`config.mk`:
```
export PLATFORM = sky130hd
export DESIGN_NAME = s3g_rx_dbuf
export DESIGN_NICKNAME = d
export VERILOG_FILES = /design/src/rtl/s3g_pkg.sv /design/src/rtl/s3g_crc8.sv /design/src/rtl/s3g_rx_dbuf.sv
export SDC_FILE = /design/constraint.sdc
export NUM_CORES = 1
export LEC_CHECK = 0
export BUFFER_PORTS_ARGS = -buffer_cell sky130_fd_sc_hd__buf_2
export CAP_MARGIN = 20
export CELL_PAD_IN_SITES_DETAIL_PLACEMENT = 2
export CELL_PAD_IN_SITES_GLOBAL_PLACEMENT = 2
export CORE_ASPECT_RATIO = 1.2
export CORE_MARGIN = 3
export CORE_UTILIZATION = 45
export DETAILED_ROUTE_END_ITERATION = 10
export PLACE_DENSITY = 0.84
export SYNTH_ARGS = -nofsm -noshare
export SYNTH_HDL_FRONTEND = slang
export SYNTH_SLANG_ARGS = --single-unit
```
`constraint.sdc`:
```
create_clock -name clk -period 7.92 [get_ports clk]
set_clock_uncertainty 0.2 [all_clocks]
set_input_delay 1.584 -clock clk [delete_from_list [all_inputs] [get_ports clk]]
set_output_delay 1.584 -clock clk [all_outputs]
set_load 0.03 [all_outputs]
```
`src/rtl/s3g_pkg.sv`:
```
// Shared S3G definitions: start marker, receiver error codes, receiver states
// and the byte-wise Maxim CRC-8 step used by both rx and tx.
package s3g_pkg;

  localparam logic [7:0] START_BYTE_DEFAULT = 8'hD5;
  localparam logic [7:0] CRC8_POLY_REFL     = 8'h8C;

  localparam logic [1:0] ERR_CRC     = 2'd0;
  localparam logic [1:0] ERR_LEN     = 2'd1;
  localparam logic [1:0] ERR_TIMEOUT = 2'd2;
  localparam logic [1:0] ERR_OVERRUN = 2'd3;

  typedef enum logic [2:0] {
    ST_IDLE,
    ST_LEN,
    ST_PAYLOAD,
    ST_CRC,
    ST_SKIP
  } rx_state_t;

  // Reflected CRC-8 (x^8+x^5+x^4+1), LSB first, one full byte per call.
  function automatic logic [7:0] crc8_byte(input logic [7:0] crc, input logic [7:0] data);
    logic [7:0] c;
    c = crc ^ data;
    for (int i = 0; i < 8; i++) begin
      c = c[0] ? ((c >> 1) ^ CRC8_POLY_REFL) : (c >> 1);
    end
    return c;
  endfunction

endpackage

```
`src/rtl/s3g_crc8.sv`:
```
// Running Maxim CRC-8 register; clear has priority over update.
module s3g_crc8
  import s3g_pkg::*;
(
  input  logic       clk,
  input  logic       rst_n,
  input  logic       clear,
  input  logic       update,
  input  logic [7:0] data,
  output logic [7:0] crc
);

  logic [7:0] crc_reg;

  always_ff @(posedge clk or negedge rst_n) begin
    if (!rst_n) begin
      crc_reg <= 8'h00;
    end else if (clear) begin
      crc_reg <= 8'h00;
    end else if (update) begin
      crc_reg <= crc8_byte(crc_reg, data);
    end
  end

  assign crc = crc_reg;

endmodule

```
`src/rtl/s3g_rx_dbuf.sv`:
```
// Double-buffered S3G packet receiver: frames start/len/payload/CRC-8 packets
// into two ping-pong payload buffers and flags errors as one-cycle coded pulses.
module s3g_rx_dbuf
  import s3g_pkg::*;
#(
  parameter int         MAX_PAYLOAD    = 32,
  parameter int         TIMEOUT_CYCLES = 50000,
  parameter logic [7:0] START_BYTE     = START_BYTE_DEFAULT,
  parameter int         AW             = (MAX_PAYLOAD > 1) ? $clog2(MAX_PAYLOAD) : 1
) (
  input  logic          clk,
  input  logic          rst_n,
  input  logic [7:0]    in_data,
  input  logic          in_valid,
  output logic          pkt_valid,
  input  logic          pkt_ready,
  output logic [7:0]    pkt_len,
  input  logic [AW-1:0] rd_addr,
  output logic [7:0]    rd_data,
  output logic          err_valid,
  output logic [1:0]    err_code,
  output logic          busy
);

  localparam int TMO_W = $clog2(TIMEOUT_CYCLES + 1);

  rx_state_t        state_reg, state_next;
  logic [7:0]       len_reg, len_next;
  logic [7:0]       idx_reg, idx_next;
  logic             skip_hdr_reg, skip_hdr_next;
  logic             wr_bank_reg, wr_bank_next;
  logic             front_reg, front_next;
  logic [1:0]       full_reg, full_next;
  logic [1:0][7:0]  blen_reg, blen_next;
  logic [TMO_W-1:0] tmo_reg, tmo_next;
  logic             err_valid_reg, err_valid_next;
  logic [1:0]       err_code_reg, err_code_next;

  logic       wr_en, crc_clear, crc_update, retire, len_ok;
  logic [7:0] crc_val;
  logic [7:0] bank_rd [2];

  s3g_crc8 u_crc (
    .clk    (clk),
    .rst_n  (rst_n),
    .clear  (crc_clear),
    .update (crc_update),
    .data   (in_data),
    .crc    (crc_val)
  );

  // Payload storage is never reset; only the full flags say what is valid.
  genvar gi;
  generate
    for (gi = 0; gi < 2; gi++) begin : g_bank
      logic [7:0] mem [MAX_PAYLOAD];
      always_ff @(posedge clk) begin
        if (wr_en && (wr_bank_reg == 1'(gi))) begin
          mem[idx_reg[AW-1:0]] <= in_data;
        end
      end
      assign bank_rd[gi] = mem[rd_addr];
    end
  endgenerate

  assign retire = full_reg[front_reg] && pkt_ready;
  assign len_ok = (in_data != 8'd0) && (in_data <= 8'(MAX_PAYLOAD));

  always_comb begin
    state_next     = state_reg;
    len_next       = len_reg;
    idx_next       = idx_reg;
    skip_hdr_next  = skip_hdr_reg;
    wr_bank_next   = wr_bank_reg;
    front_next     = front_reg;
    full_next      = full_reg;
    blen_next      = blen_reg;
    err_valid_next = 1'b0;
    err_code_next  = err_code_reg;
    wr_en          = 1'b0;
    crc_clear      = 1'b0;
    crc_update     = 1'b0;
    tmo_next       = (state_reg == ST_IDLE || in_valid) ? '0 : tmo_reg + 1'b1;

    if (retire) begin
      full_next[front_reg] = 1'b0;
      front_next           = ~front_reg;
    end

    if (in_valid) begin
      case (state_reg)
        ST_IDLE: begin
          if (in_data == START_BYTE) begin
            // Registered full flags: a buffer retired this cycle is not yet free.
            if (!(full_reg[0] && full_reg[1])) begin
              wr_bank_next = full_reg[front_reg] ? ~front_reg : front_reg;
              crc_clear    = 1'b1;
              state_next   = ST_LEN;
            end else begin
              skip_hdr_next = 1'b1;
              state_next    = ST_SKIP;
            end
          end
        end
        ST_LEN: begin
          if (!len_ok) begin
            err_valid_next = 1'b1;
            err_code_next  = ERR_LEN;
            state_next     = ST_IDLE;
          end else begin
            len_next   = in_data;
            idx_next   = 8'd0;
            state_next = ST_PAYLOAD;
          end
        end
        ST_PAYLOAD: begin
          wr_en      = 1'b1;
          crc_update = 1'b1;
          if (idx_reg == len_reg - 8'd1) begin
            state_next = ST_CRC;
          end else begin
            idx_next = idx_reg + 8'd1;
          end
        end
        ST_CRC: begin
          if (in_data == crc_val) begin
            full_next[wr_bank_reg] = 1'b1;
            blen_next[wr_bank_reg] = len_reg;
          end else begin
            err_valid_next = 1'b1;
            err_code_next  = ERR_CRC;
          end
          state_next = ST_IDLE;
        end
        ST_SKIP: begin
          // After the length byte, idx counts payload plus the trailing CRC byte.
          if (skip_hdr_reg) begin
            skip_hdr_next = 1'b0;
            if (!len_ok) begin
              err_valid_next = 1'b1;
              err_code_next  = ERR_OVERRUN;
              state_next     = ST_IDLE;
            end else begin
              len_next = in_data;
              idx_next = 8'd0;
            end
          end else if (idx_reg == len_reg) begin
            err_valid_next = 1'b1;
            err_code_next  = ERR_OVERRUN;
            state_next     = ST_IDLE;
          end else begin
            idx_next = idx_reg + 8'd1;
          end
        end
        default: state_next = ST_IDLE;
      endcase
    end else if (state_reg != ST_IDLE && tmo_reg == TMO_W'(TIMEOUT_CYCLES - 1)) begin
      err_valid_next = 1'b1;
      err_code_next  = ERR_TIMEOUT;
      state_next     = ST_IDLE;
    end
  end

  always_ff @(posedge clk or negedge rst_n) begin
    if (!rst_n) begin
      state_reg     <= ST_IDLE;
      len_reg       <= 8'd0;
      idx_reg       <= 8'd0;
      skip_hdr_reg  <= 1'b0;
      wr_bank_reg   <= 1'b0;
      front_reg     <= 1'b0;
      full_reg      <= 2'b00;
      blen_reg      <= '0;
      tmo_reg       <= '0;
      err_valid_reg <= 1'b0;
      err_code_reg  <= ERR_CRC;
    end else begin
      state_reg     <= state_next;
      len_reg       <= len_next;
      idx_reg       <= idx_next;
      skip_hdr_reg  <= skip_hdr_next;
      wr_bank_reg   <= wr_bank_next;
      front_reg     <= front_next;
      full_reg      <= full_next;
      blen_reg      <= blen_next;
      tmo_reg       <= tmo_next;
      err_valid_reg <= err_valid_next;
      err_code_reg  <= err_code_next;
    end
  end

  assign pkt_valid = full_reg[front_reg];
  assign pkt_len   = pkt_valid ? blen_reg[front_reg] : 8'd0;
  assign rd_data   = bank_rd[front_reg];
  assign err_valid = err_valid_reg;
  assign err_code  = err_code_reg;
  assign busy      = (state_reg != ST_IDLE);

endmodule

```
# Word-level counts from Yosys, hierarchy flattened
# Memory sizes are Yosys's and may differ from the RTL's.
# Cells that the tools add are included.
# Widths: inputs -> output; s select.
[word_totals]
ff_bits = 67
ramBits = 512
memories = 2
[op_classes]
add_sub_neg = 3
magnitude_cmp = 6
n_eq_ne = 21
n_mux = 77
bitwise = 16
reduce_logical = 24
[mem_list]
columns = ["name", "depth", "word_bits", "rd", "rd_ports_with_merged_regs", "write_ports", "line_no", "source"]
rows = [
  ["g_bank[0].mem", 32, 8, 1, 0, 1, "s3g_rx_dbuf.sv:56", "logic [7:0] mem [MAX_PAYLOAD];"],
  ["g_bank[1].mem", 32, 8, 1, 0, 1, "s3g_rx_dbuf.sv:56", ""],
]
[ops]
columns = ["cell", "n"]
rows = [
  ["$mux 8", 23],
  ["$eq 8x8->1", 3],
  ["$mux 2", 12],
  ["$mux 3", 8],
  ["$not 2->3", 8],
  ["$pmux 8 s3", 1],
  ["$mux 1", 23],
  ["$add 16x1->16 const B", 1],
  ["$bwmux 16", 1],
  ["$eq 16x16->1 const B", 1],
  ["$mux 16", 1],
  ["$pmux 8 s2", 1],
  ["$ne 3x3->1 const B", 4],
  ["$pmux 3 s4", 1],
  ["$reduce_and 4->1", 3],
  ["$add 8x1->8 const B", 1],
  ["$demux 8 s1", 1],
  ["$eq 8x8->1 const B", 1],
  ["$le 8x6->1 const B", 1],
  ["$logic_and 1x1->1", 8],
  ["$ne 4x4->1 const B", 2],
  ["$reduce_bool 2->1", 4],
  ["$reduce_bool 8->1", 1],
  ["$sub 8x1->8 const B", 1],
  ["other kinds (26)", 36],
]

# Depth between registers and ports, before layout
[depth]
depth_word = 19
mapped_depth = 10
ltp_nobuf = 9

# By module
# A second synthesis with hierarchy kept.
[unflattened]
hier_cells = 1221
hier_area_um2 = 23684.0
[modules_own_cells]
columns = ["module", "n_inst", "cells_each", "area_each_um2"]
rows = [
  ["s3g_rx_dbuf", 1, 1171, 23138.4],
  ["s3g_crc8", 1, 50, 545.5],
]

# Worst setup path before layout
# Ideal clock, no wire load.
[synth_path]
path_kind = "input port to output port"
startpoint = "in rd_addr[0]"
endpoint = "out rd_data[3]"
arrival_ns = 3.825
t_required_ns = 6.136
setup_slack_ns = 2.311
cell_stages = 6
n_path_buf = 2
path_cell_list = "buf_2 buf_1 mux4_2 mux4_2 a211oi_1 a21oi_1"
[synth_between]
elab_chain_cells = 4
word_cells_on_any_way = 5
classes_between = "3 x mux; 2 x memory"
[synth_lines]
columns = ["element", "line_no", "source"]
rows = [
  ["start: declaration", "s3g_rx_dbuf.sv:18", "input logic [AW-1:0] rd_addr,"],
  ["$mem_v2 32x8", "n/a", ""],
  ["$mux 8 (not written as such) * (3 in series)", "s3g_rx_dbuf.sv:194", "assign rd_data = bank_rd[front_reg];"],
  ["end: declaration", "s3g_rx_dbuf.sv:19", "output logic [7:0] rd_data,"],
]
# Every way passes the cells marked *; elsewhere a longest branch is shown, timed or not. The select of a mux whose other input is x is not followed.

# Worst setup path in the final report
[layout_path]
startpoint = "in rd_addr[0]"
endpoint = "out rd_data[5]"
# The elaborated chain is that of the path after synthesis.

==> out/qor.csv <==
metric,value,unit
drt initial violations,1287,
Row Count,91,
CP cell instances,clkbuf_8 -> buf_12 -> mux4_2 -> mux4_2 -> a211oi_1 -> a21oi_1 -> buf_2,
library cells used by synthesis,57,
max_cap viols,0,
Ports,38,
"EDFF count, synth",512,
slew at the pin closest to its max-slew limit,1230,ps
final setup TNS,0,ps
vias in the first global route,13400,
vias,12400,
TritonRoute pass-1 iters,5,
maximum vdd drop,0.200,mV
die area,55000,um^2
DIE HEIGHT,256,um
post-cts sizing count,0,
reg2reg start,state_reg[2],
Hold WS,288,ps
CTS Hold Buffers Added,0,
synthesis-to-finish area growth,13.1,%
DRC,0,
sequential element share of the synthesized area,0.725,
setup violators final,0,
f_max,0.155,GHz
Setup CP Type,input port to output pin,
Diodes inserted,0,
"Slew Viols, Final",0,
Initial Util,0.456,
Worst path max stage delay,620,ps
share of cells above drive strength 1,0.263,
global-route wire length before repair,100000,um
ys async rst share,0.116,
CP Launch Point,rd_addr[0],
largest family of logic cells by synthesized area,multiplexers,
die width,215,um
"Hold Vio Cnt, Final",0,
Final #Nets,1318,
Syn Std Cell Area,23500,um^2
initial antenna violation count,3,
PwrDens,267,nW/um^2
htree depth,2,
Root Driver,clkbuf_16,
grt total ovfl,0,
CP Launch Type,input port,
Period minus WS final,6440,ps
required time worst endpoint,6140,ps
DP HPWL,42300,um
HP Class,flop to flop,
RSZ-0062 raised after global routing,no,
syn_nets,1245,
compound-cell area share of the yosys netlist,0.0216,
GP Congestion,0.780,
vias per cell,6.11,
Critical-path top delay cell,a211oi_1,
Core ar.,51600,um^2
Synth Area in Simple Gates,0.0463,
adder-cell area share of the yosys netlist,0.00319,
GR Util All Layers,0.250,
IO buf count,37,
DR WL/cell,34.3,um
Synth warnings,0,
number of setup buffers added after CTS,0,
xor-xnor portion of the synthesized cell area,0.0156,
Rel. slew slack,0.174,
Seq cells post-synth,579,
clk sink count,579,
static leakage,8.68,nW
Main synth FF type,edfxtp_1,
Final Cycle Share,0.813,
max FFs per register,512,
Inserted Clock Buffers,59,
"most common cell after layout, fill and taps aside",edfxtp_1,
Final ANT Viol Nets,0,
critical path arrival,4650,ps
Synth top area share,0.654,
multiplexer area fraction after synthesis,0.173,
Post-Syn Area per Cell,19.2,um^2
deepest clock path buffer count,3,
Clock Latency Late Sink,610,ps
largest net degree at the start of global routing,70,
CTS tree,yes,
Worst setup EP type,output pin,
outcome,finished clean,
Worst-path clk slew,60,ps
"most used cell, CP",mux4_2,
most frequent cells in the layout,"edfxtp_1 (512), mux4_2 (163), nor2_1 (100)",
drt total wl,69900,um
Syn Inst Count,1222,
Yosys top cell by area,edfxtp_1,
Hold Startpoint,blen_reg[13],
crit-path max FO,58,
Area contributors post-synth,"edfxtp_1 (65%), mux4_2 (16%), dfrtp_1 (7.1%), nor2_1 (1.6%), xnor2_1 (1.0%)",
[kinds of logic (layout without fill, tap and decap cells)]
kind of cell,after synthesis,after routing
adder cells (fa/ha/maj),6,6
AO/OA/AOI/OAI,78,78
multiplexers,201,201
buffers and inverters,82,201
XOR/XNOR,42,42
flip-flops,579,579
AND/OR/NAND/NOR,234,234
[per-layer routing]
| metal | GRT usage | up-vias | share of wire |
|---|---|---|---|
| met3 | 0.0471 | 86 | 0.056 |
| met2 | 0.437 | 524 | 0.53 |
| met4 | 0.0697 | 0 | 0.023 |
| met5 | 0 | - | 0 |
| li1 | - | 5053 | - |
| met1 | 0.320 | 6785 | 0.39 |
[stage by stage]
step,utilization,instance area (um^2),setup WS [ps],std cells,power (mW)
after CTS,0.511,26400,1450,2018,7.13
after floorplan,-,23500,2310,1222,4.07
after detailed placement,0.475,24500,1460,1911,4.34
final,0.516,26600,1480,2038,7.11
after global routing,0.516,26600,1360,2038,7.36
after global placement,0.475,24500,1630,1911,4.28
[final cells by class]
type | count | area, um^2
clock inverter | 33 | 324
inverter | 18 | 67.6
sequential | 579 | 17100
tap | 697 | 872
clock buffer | 74 | 1550
timing repair buffer | 76 | 599
fill | 4516 | 25000
multi-input combinational | 561 | 6140
[where the power goes]
part           switching, mW  internal (mW)
Combinational          0.490          0.300
Sequential             0.105           3.39
Clock                   1.24           1.58
[path summary, 6_finish.rpt]
kind	cells past startpoint	slack, ps	endpoint
worst min register to register	2	290	blen_reg[13]
worst max-delay path	7	1480	rd_data[5]
min in group asynchronous	2	970	blen_reg[12]
worst max register to register	6	4140	g_bank[1].mem[18][5]
worst min-delay path	2	290	blen_reg[13]
max in group asynchronous	2	5960	u_crc.crc[2]
[synthesized netlist by cell type (7+ instances only)]
cell type	count
a21oi_1	17
nand4_1	10
mux2i_1	18
xor2_1	15
edfxtp_1	512
inv_1	18
xnor2_1	27
or3_1	7
nor3_1	10
nor2_1	100
buf_2	16
nand2_1	49
nor2b_1	7
mux4_2	163
nand3_1	20
o21ai_0	31
clkbuf_1	36
buf_1	9
dfrtp_1	67
mux2_2	20
[critical path, delay by kind of cell]
family,cells,cell delay (ps)
buffers and inverters,3,1120
multiplexers,2,1090
AO/OA/AOI/OAI,2,800
Power figures use the tool's default switching activity.
